File: config.mk
export PLATFORM = sky130hd
export DESIGN_NAME = line_dispatcher_flat
export DESIGN_NICKNAME = d
export VERILOG_FILES = /design/src/rtl/line_dispatcher_if.sv /design/src/rtl/line_dispatcher.sv /design/src/flat_wrapper.sv
export SDC_FILE = /design/constraint.sdc
export NUM_CORES = 1
export LEC_CHECK = 0
export ABC_AREA = 1
export CAP_MARGIN = 20
export CORE_AREA = 10 10 251 229
export CTS_CLUSTER_DIAMETER = 150
export CTS_CLUSTER_SIZE = 12
export DETAILED_ROUTE_END_ITERATION = 12
export DIE_AREA = 0 0 261 239
export SLEW_MARGIN = 0
export SYNTH_ARGS = -nofsm -noshare
export SYNTH_HDL_FRONTEND = slang
export SYNTH_SLANG_ARGS = --single-unit
File: constraint.sdc
create_clock -name clk -period 3.2 [get_ports clk]
set_input_delay 0.64 -clock clk [delete_from_list [all_inputs] [get_ports clk]]
set_output_delay 0.64 -clock clk [all_outputs]
set_load 0.01 [all_outputs]
File: src/rtl/line_dispatcher_if.sv
// Handshake bundles around the line dispatcher: the command stream from the
// vector generator and the issue/done handshake towards the rasterizer.

interface line_cmd_if #(
    parameter int COORD_W = 11,
    parameter int COLOR_W = 4
);
    logic               cmdValid;
    logic               cmdReady;
    logic [COORD_W-1:0] cmdStartX;
    logic [COORD_W-1:0] cmdStartY;
    logic [COORD_W-1:0] cmdEndX;
    logic [COORD_W-1:0] cmdEndY;
    logic [COLOR_W-1:0] cmdColor;

    modport master (
        output cmdValid, cmdStartX, cmdStartY, cmdEndX, cmdEndY, cmdColor,
        input  cmdReady
    );

    modport slave (
        input  cmdValid, cmdStartX, cmdStartY, cmdEndX, cmdEndY, cmdColor,
        output cmdReady
    );
endinterface

interface line_rast_if #(
    parameter int COORD_W = 11,
    parameter int COLOR_W = 4
);
    logic               readyIn;
    logic               rastReady;
    logic               rastDone;
    logic [COORD_W-1:0] startX;
    logic [COORD_W-1:0] startY;
    logic [COORD_W-1:0] endX;
    logic [COORD_W-1:0] endY;
    logic [COLOR_W-1:0] lineColor;

    modport master (
        output readyIn, startX, startY, endX, endY, lineColor,
        input  rastReady, rastDone
    );

    modport slave (
        input  readyIn, startX, startY, endX, endY, lineColor,
        output rastReady, rastDone
    );
endinterface

File: src/rtl/line_dispatcher.sv
// Queues line commands in a small FIFO and issues them one at a time to the
// rasterizer, holding operands until done, and counts completed lines.

module line_dispatcher #(
    parameter int DEPTH   = 8,
    parameter int COORD_W = 11,
    parameter int COLOR_W = 4
) (
    input  logic                   clk,
    input  logic                   rst,
    line_cmd_if.slave              cmd,
    line_rast_if.master            rast,
    input  logic                   flush,
    output logic [$clog2(DEPTH):0] fifoCount,
    output logic [15:0]            lineCount,
    output logic                   idle
);
    localparam int AW = $clog2(DEPTH);
    localparam int CW = AW + 1;
    localparam int EW = 4 * COORD_W + COLOR_W;

    typedef enum logic [1:0] {
        ST_IDLE  = 2'b00,
        ST_ISSUE = 2'b01,
        ST_WAIT  = 2'b10
    } state_t;

    // DEPTH is a power of two, so the natural wrap of AW bits is the modulo.
    function automatic logic [AW-1:0] ptr_next(input logic [AW-1:0] ptr);
        return ptr + AW'(1);
    endfunction

    logic [EW-1:0]      mem_r [DEPTH];
    logic [AW-1:0]      wr_ptr_r;
    logic [AW-1:0]      rd_ptr_r;
    logic [CW-1:0]      count_r;
    state_t             state_r;
    state_t             state_s;
    logic               ready_in_r;
    logic [COORD_W-1:0] start_x_r;
    logic [COORD_W-1:0] start_y_r;
    logic [COORD_W-1:0] end_x_r;
    logic [COORD_W-1:0] end_y_r;
    logic [COLOR_W-1:0] color_r;
    logic [15:0]        line_count_r;

    logic               full_s;
    logic               empty_s;
    logic               cmd_ready_s;
    logic               push_s;
    logic               pop_s;
    logic               done_s;
    logic [EW-1:0]      wdata_s;
    logic [EW-1:0]      head_s;

    assign full_s      = (count_r == CW'(DEPTH));
    assign empty_s     = (count_r == {CW{1'b0}});
    assign cmd_ready_s = !full_s && !flush;
    assign push_s      = cmd.cmdValid && cmd_ready_s;
    // Pop is decided from pre-edge state, so a same-edge flush still issues the head.
    assign pop_s       = (state_r == ST_IDLE) && !empty_s && rast.rastReady;
    assign done_s      = (state_r == ST_WAIT) && rast.rastDone;
    assign wdata_s     = {cmd.cmdStartX, cmd.cmdStartY, cmd.cmdEndX, cmd.cmdEndY, cmd.cmdColor};
    assign head_s      = mem_r[rd_ptr_r];

    // Next-state logic for the issue FSM.
    always_comb begin
        state_s = state_r;
        case (state_r)
            ST_IDLE: begin
                if (pop_s) begin
                    state_s = ST_ISSUE;
                end else begin
                    state_s = ST_IDLE;
                end
            end
            ST_ISSUE: begin
                state_s = ST_WAIT;
            end
            ST_WAIT: begin
                if (rast.rastDone) begin
                    state_s = ST_IDLE;
                end else begin
                    state_s = ST_WAIT;
                end
            end
            default: begin
                state_s = ST_IDLE;
            end
        endcase
    end

    // State register and the registered issue strobe (high exactly in ISSUE).
    always_ff @(posedge clk or posedge rst) begin
        if (rst) begin
            state_r    <= ST_IDLE;
            ready_in_r <= 1'b0;
        end else begin
            state_r    <= state_s;
            ready_in_r <= (state_s == ST_ISSUE);
        end
    end

    // FIFO storage; contents need no reset because the count guards every read.
    always_ff @(posedge clk) begin
        if (push_s) begin
            mem_r[wr_ptr_r] <= wdata_s;
        end
    end

    // FIFO pointers and occupancy; flush collapses the read pointer onto the write pointer.
    always_ff @(posedge clk or posedge rst) begin
        if (rst) begin
            wr_ptr_r <= {AW{1'b0}};
            rd_ptr_r <= {AW{1'b0}};
            count_r  <= {CW{1'b0}};
        end else begin
            if (push_s) begin
                wr_ptr_r <= ptr_next(wr_ptr_r);
            end
            if (flush) begin
                rd_ptr_r <= wr_ptr_r;
                count_r  <= {CW{1'b0}};
            end else begin
                if (pop_s) begin
                    rd_ptr_r <= ptr_next(rd_ptr_r);
                end
                if (push_s && !pop_s) begin
                    count_r <= count_r + CW'(1);
                end else if (!push_s && pop_s) begin
                    count_r <= count_r - CW'(1);
                end
            end
        end
    end

    // Operand registers load only when a line is taken from the FIFO.
    always_ff @(posedge clk or posedge rst) begin
        if (rst) begin
            start_x_r <= {COORD_W{1'b0}};
            start_y_r <= {COORD_W{1'b0}};
            end_x_r   <= {COORD_W{1'b0}};
            end_y_r   <= {COORD_W{1'b0}};
            color_r   <= {COLOR_W{1'b0}};
        end else if (pop_s) begin
            {start_x_r, start_y_r, end_x_r, end_y_r, color_r} <= head_s;
        end
    end

    // Completed-line counter, wrapping at 16 bits.
    always_ff @(posedge clk or posedge rst) begin
        if (rst) begin
            line_count_r <= 16'd0;
        end else if (done_s) begin
            line_count_r <= line_count_r + 16'd1;
        end
    end

    assign cmd.cmdReady   = cmd_ready_s;
    assign rast.readyIn   = ready_in_r;
    assign rast.startX    = start_x_r;
    assign rast.startY    = start_y_r;
    assign rast.endX      = end_x_r;
    assign rast.endY      = end_y_r;
    assign rast.lineColor = color_r;
    assign fifoCount      = count_r;
    assign lineCount      = line_count_r;
    assign idle           = empty_s && (state_r == ST_IDLE) && rast.rastReady;

endmodule

File: src/flat_wrapper.sv
// flat-port wrapper written by rule: the top's interface ports become plain ports
module line_dispatcher_flat 
#(
    parameter int DEPTH   = 8,
    parameter int COORD_W = 11,
    parameter int COLOR_W = 4
)
  (clk, rst, flush, fifoCount, lineCount, idle, cmd_cmdValid, cmd_cmdStartX, cmd_cmdStartY, cmd_cmdEndX, cmd_cmdEndY, cmd_cmdColor, cmd_cmdReady, rast_readyIn, rast_startX, rast_startY, rast_endX, rast_endY, rast_lineColor, rast_rastReady, rast_rastDone);
  line_cmd_if #(.COORD_W(COORD_W), .COLOR_W(COLOR_W)) cmd_i ();
  line_rast_if #(.COORD_W(COORD_W), .COLOR_W(COLOR_W)) rast_i ();
  input  logic clk;
  input  logic rst;
  input  logic flush;
  output logic [$clog2(DEPTH):0] fifoCount;
  output logic [15:0] lineCount;
  output logic idle;
  input wire logic [$bits(cmd_i.cmdValid)-1:0] cmd_cmdValid;
  input wire logic [$bits(cmd_i.cmdStartX)-1:0] cmd_cmdStartX;
  input wire logic [$bits(cmd_i.cmdStartY)-1:0] cmd_cmdStartY;
  input wire logic [$bits(cmd_i.cmdEndX)-1:0] cmd_cmdEndX;
  input wire logic [$bits(cmd_i.cmdEndY)-1:0] cmd_cmdEndY;
  input wire logic [$bits(cmd_i.cmdColor)-1:0] cmd_cmdColor;
  output wire logic [$bits(cmd_i.cmdReady)-1:0] cmd_cmdReady;
  output wire logic [$bits(rast_i.readyIn)-1:0] rast_readyIn;
  output wire logic [$bits(rast_i.startX)-1:0] rast_startX;
  output wire logic [$bits(rast_i.startY)-1:0] rast_startY;
  output wire logic [$bits(rast_i.endX)-1:0] rast_endX;
  output wire logic [$bits(rast_i.endY)-1:0] rast_endY;
  output wire logic [$bits(rast_i.lineColor)-1:0] rast_lineColor;
  input wire logic [$bits(rast_i.rastReady)-1:0] rast_rastReady;
  input wire logic [$bits(rast_i.rastDone)-1:0] rast_rastDone;
  assign cmd_i.cmdValid = cmd_cmdValid;
  assign cmd_i.cmdStartX = cmd_cmdStartX;
  assign cmd_i.cmdStartY = cmd_cmdStartY;
  assign cmd_i.cmdEndX = cmd_cmdEndX;
  assign cmd_i.cmdEndY = cmd_cmdEndY;
  assign cmd_i.cmdColor = cmd_cmdColor;
  assign cmd_cmdReady = cmd_i.cmdReady;
  assign rast_readyIn = rast_i.readyIn;
  assign rast_startX = rast_i.startX;
  assign rast_startY = rast_i.startY;
  assign rast_endX = rast_i.endX;
  assign rast_endY = rast_i.endY;
  assign rast_lineColor = rast_i.lineColor;
  assign rast_i.rastReady = rast_rastReady;
  assign rast_i.rastDone = rast_rastDone;
  line_dispatcher #(.DEPTH(DEPTH), .COORD_W(COORD_W), .COLOR_W(COLOR_W)) u_core (.clk(clk), .rst(rst), .cmd(cmd_i), .rast(rast_i), .flush(flush), .fifoCount(fifoCount), .lineCount(lineCount), .idle(idle));
endmodule
==> metrics <==
total CTS buffers 44; CTS resizes 0; syn nets 1,505; min Tclk post-route 2.70 ns; critical path type input pin to output port; Nets 1,625; Final setup viols 0; Skew-Pair Late Insertion Delay 0.58 ns; vias after detailed routing 11,500; CTS clock-pin slew for the worst setup and hold paths 0.06 ns; initial DRC count 1,032; Final Max Tran Viols 0; endpoint class of the critical path output port; antenna violations before repair 3; area growth from synthesis to layout 19.2%; H-tree depth 2; Leakage 7.41 nW; largest family of logic cells by synthesized area simple AND/OR/NAND/NOR gates; Mean Syn Cell Area 12.5 µm²; Max-Cap Viols 0; Simple-Gate Fraction of Synth Area 12.0%; per-cell routed wire length 19.0 µm; Synth Area in XOR/XNOR 0.676%; outcome completed; CP required 2.56 ns; Congestion Overflow GR 0; full die area 62,400 µm²; RSZ-0062 raised after global routing no; CTS tree built; Max clock buf depth 3; peak supply drop 552 µV; CP Max Fanout 8; Worst Setup Slack, final 0.497 ns; layout cells sized above 1 6.44%; number of global-route vias before repair 11,400; TNS Setup 0 ns; Setup crit start kind input pin; post-place setup slack 0.325 ns; first-pass GRT wire length 67.5 mm; post-synthesis mux area share 0%; Finished Core Util 41.3%; Cell Pwr Density 860 nW/µm²; Synth Instances 1,445; sequential cell area fraction in the yosys report 74.2%; power consumption 18.6 mW; Die Ht 239 µm; compound-cell area share of the yosys netlist 9.73%; post-CTS setup buffers 0; I/O pin count 125; synthesized flop and latch total 461; root buf cell clkbuf_16; hold path cells 2; Netlist cell types 30; I/O Buffers 124; Fmax achieved 370 MHz; first drt pass iteration count 5; worst reg-to-reg path cell count 13; WL final 43.5 mm; Final period util 84.5%; post-route ant nets 0; via/cell ratio 4.99; GPL Wtd Cong 0.810; relative slew slack 26.6%; adder-cell share of the synthesized area 0.456%; HP Class register to register; largest net degree at the start of global routing 195; hpwl dp 25.9 mm; Hold Buf Count CTS 0; Tot GR Track Use 13.7%; DRC Markers 0; Die Width 261 µm; area of the core 52,400 µm²; Worst Tran Pin Value 1.10 ns; CTS Sinks 461; Post-Syn Area 18,100 µm²; final setup skew 0.0165 ns; Yosys Warn Count 0; fill count 4,844; worst path arrival time 2.06 ns; final hold vios 0; # rows 80; Initial Util 34.6%
## Yosys cell counts
cell type  number  share of area, %
o221ai_1        1             0.048
a22oi_1         1             0.041
or2_2           2             0.069
nor3_1          4              0.11
a21oi_1         4              0.11
buf_4           2             0.083
nand3_2         1             0.055
fa_1            1              0.11
buf_6          10              0.62
o211ai_1       96               4.0
o21ai_0       151               4.2
nand3_1        56               1.5
nand4_1         3              0.10
nand3b_1        2             0.083
dfrtp_1        77                11
clkbuf_1       42              0.87
xor2_1          8              0.39
inv_1          22              0.46
buf_1          10              0.21
edfxtp_1      384                64
nand2_2         1             0.035
nor2_1        317               6.6
nand2_1       164               3.4
buf_2          21              0.58
o21ai_1        50               1.4
ha_1            5              0.35
inv_2           2             0.041
xnor2_1         6              0.29
nor3_2          1             0.055
clkinv_1        1             0.021
## registers in the layout, indices dropped and copies added (netlist names)
signal,cells
u_core.rast.lineColor,4
u_core.wr_ptr_r,3
u_core.rast.readyIn,1
u_core.rast.endX,11
u_core.fifoCount,4
u_core.rd_ptr_r,3
u_core.rast.startY,11
u_core.rast.endY,11
u_core.mem_r,384
u_core.lineCount,16
u_core.state_r,2
u_core.rast.startX,11
## power breakdown
part | switching, mW | internal, mW | total, mW
clock network | 2.20 | 2.60 | 4.80
registers | 0.513 | 7.34 | 7.85
logic | 3.76 | 2.17 | 5.93
total | 6.47 | 12.1 | 18.6
## worst paths after layout
| path | to | startpoint | slack (ns) |
|---|---|---|---|
| min in group asynchronous | u_core.fifoCount[0]$_DFFE_PP0P_ | rst | 0.58 |
| setup reg to reg | u_core.fifoCount[3]$_DFFE_PP0P_ | u_core.fifoCount[1]$_DFFE_PP0P_ | 1.02 |
| max in group asynchronous | u_core.rast.startY[2]$_DFFE_PP0P_ | rst | 1.88 |
| setup / recovery | cmd_cmdReady | flush | 0.50 |
| hold / removal | u_core.rast.lineColor[2]$_DFFE_PP0P_ | u_core.rast.lineColor[2]$_DFFE_PP0P_ | 0.48 |
| hold reg to reg | u_core.rast.lineColor[2]$_DFFE_PP0P_ | u_core.rast.lineColor[2]$_DFFE_PP0P_ | 0.48 |
## placed cells by master, fill, tap and decap left out, drive strengths merged
cell             n
xnor2            6
ha               5
nand3b           2
a21oi            4
clkinv           2
clkbuf          76
edfxtp         384
a22oi            1
o21ai          201
inv             27
nand2          165
fa               1
clkdlybuf4s50  124
nand4            3
nor2           317
or2              2
nand3           57
o221ai           1
buf             35
diode            1
dfrtp           77
nor3             5
o211ai          96
xor2             8
## worst max-delay path: stages
cell and delay, ns:
clkdlybuf4s50_1 0.58, a21oi_1 0.27, clkdlybuf4s50_1 0.58
## per-stage QoR
stage	area (µm²)	hold slack (ns)	cells
after global placement	20300	0.466	2216
after CTS	21600	0.483	2296
after floorplan	18100	0.453	1445
final	21600	0.480	2297
after global routing	21600	0.501	2296
after detailed placement	20300	0.466	2216
## cell families (layout without fill, tap and decap cells)
kind of cell	after synthesis	count (layout)
compound gates	303	303
buf+inv	110	264
other cells	0	1
simple gates	551	551
flops	461	461
fa+ha+maj	6	6
xor+xnor	14	14
## layer usage
metal	global-route usage (%)	vias up	wire, µm
met1	19.5	5712	20800
met4	3.69	4	691
met2	20.9	285	19400
met3	2.83	54	2650
met5	0	-	29
li1	-	5402	-
## cell type report
type                       instances  area [µm²]  share of cell area [%]
antenna                            1        2.50                  0.0116
clock buffer                      76        1220                    5.65
clock inverter                     4        56.3                   0.261
inverter                          25         101                   0.469
multi-input combinational        874        4210                    19.5
sequential                       461       13500                    62.4
tap                              697         872                    4.04
timing repair buffer             159        1670                    7.72
No activity file was read; power rests on OpenSTA's default activity.
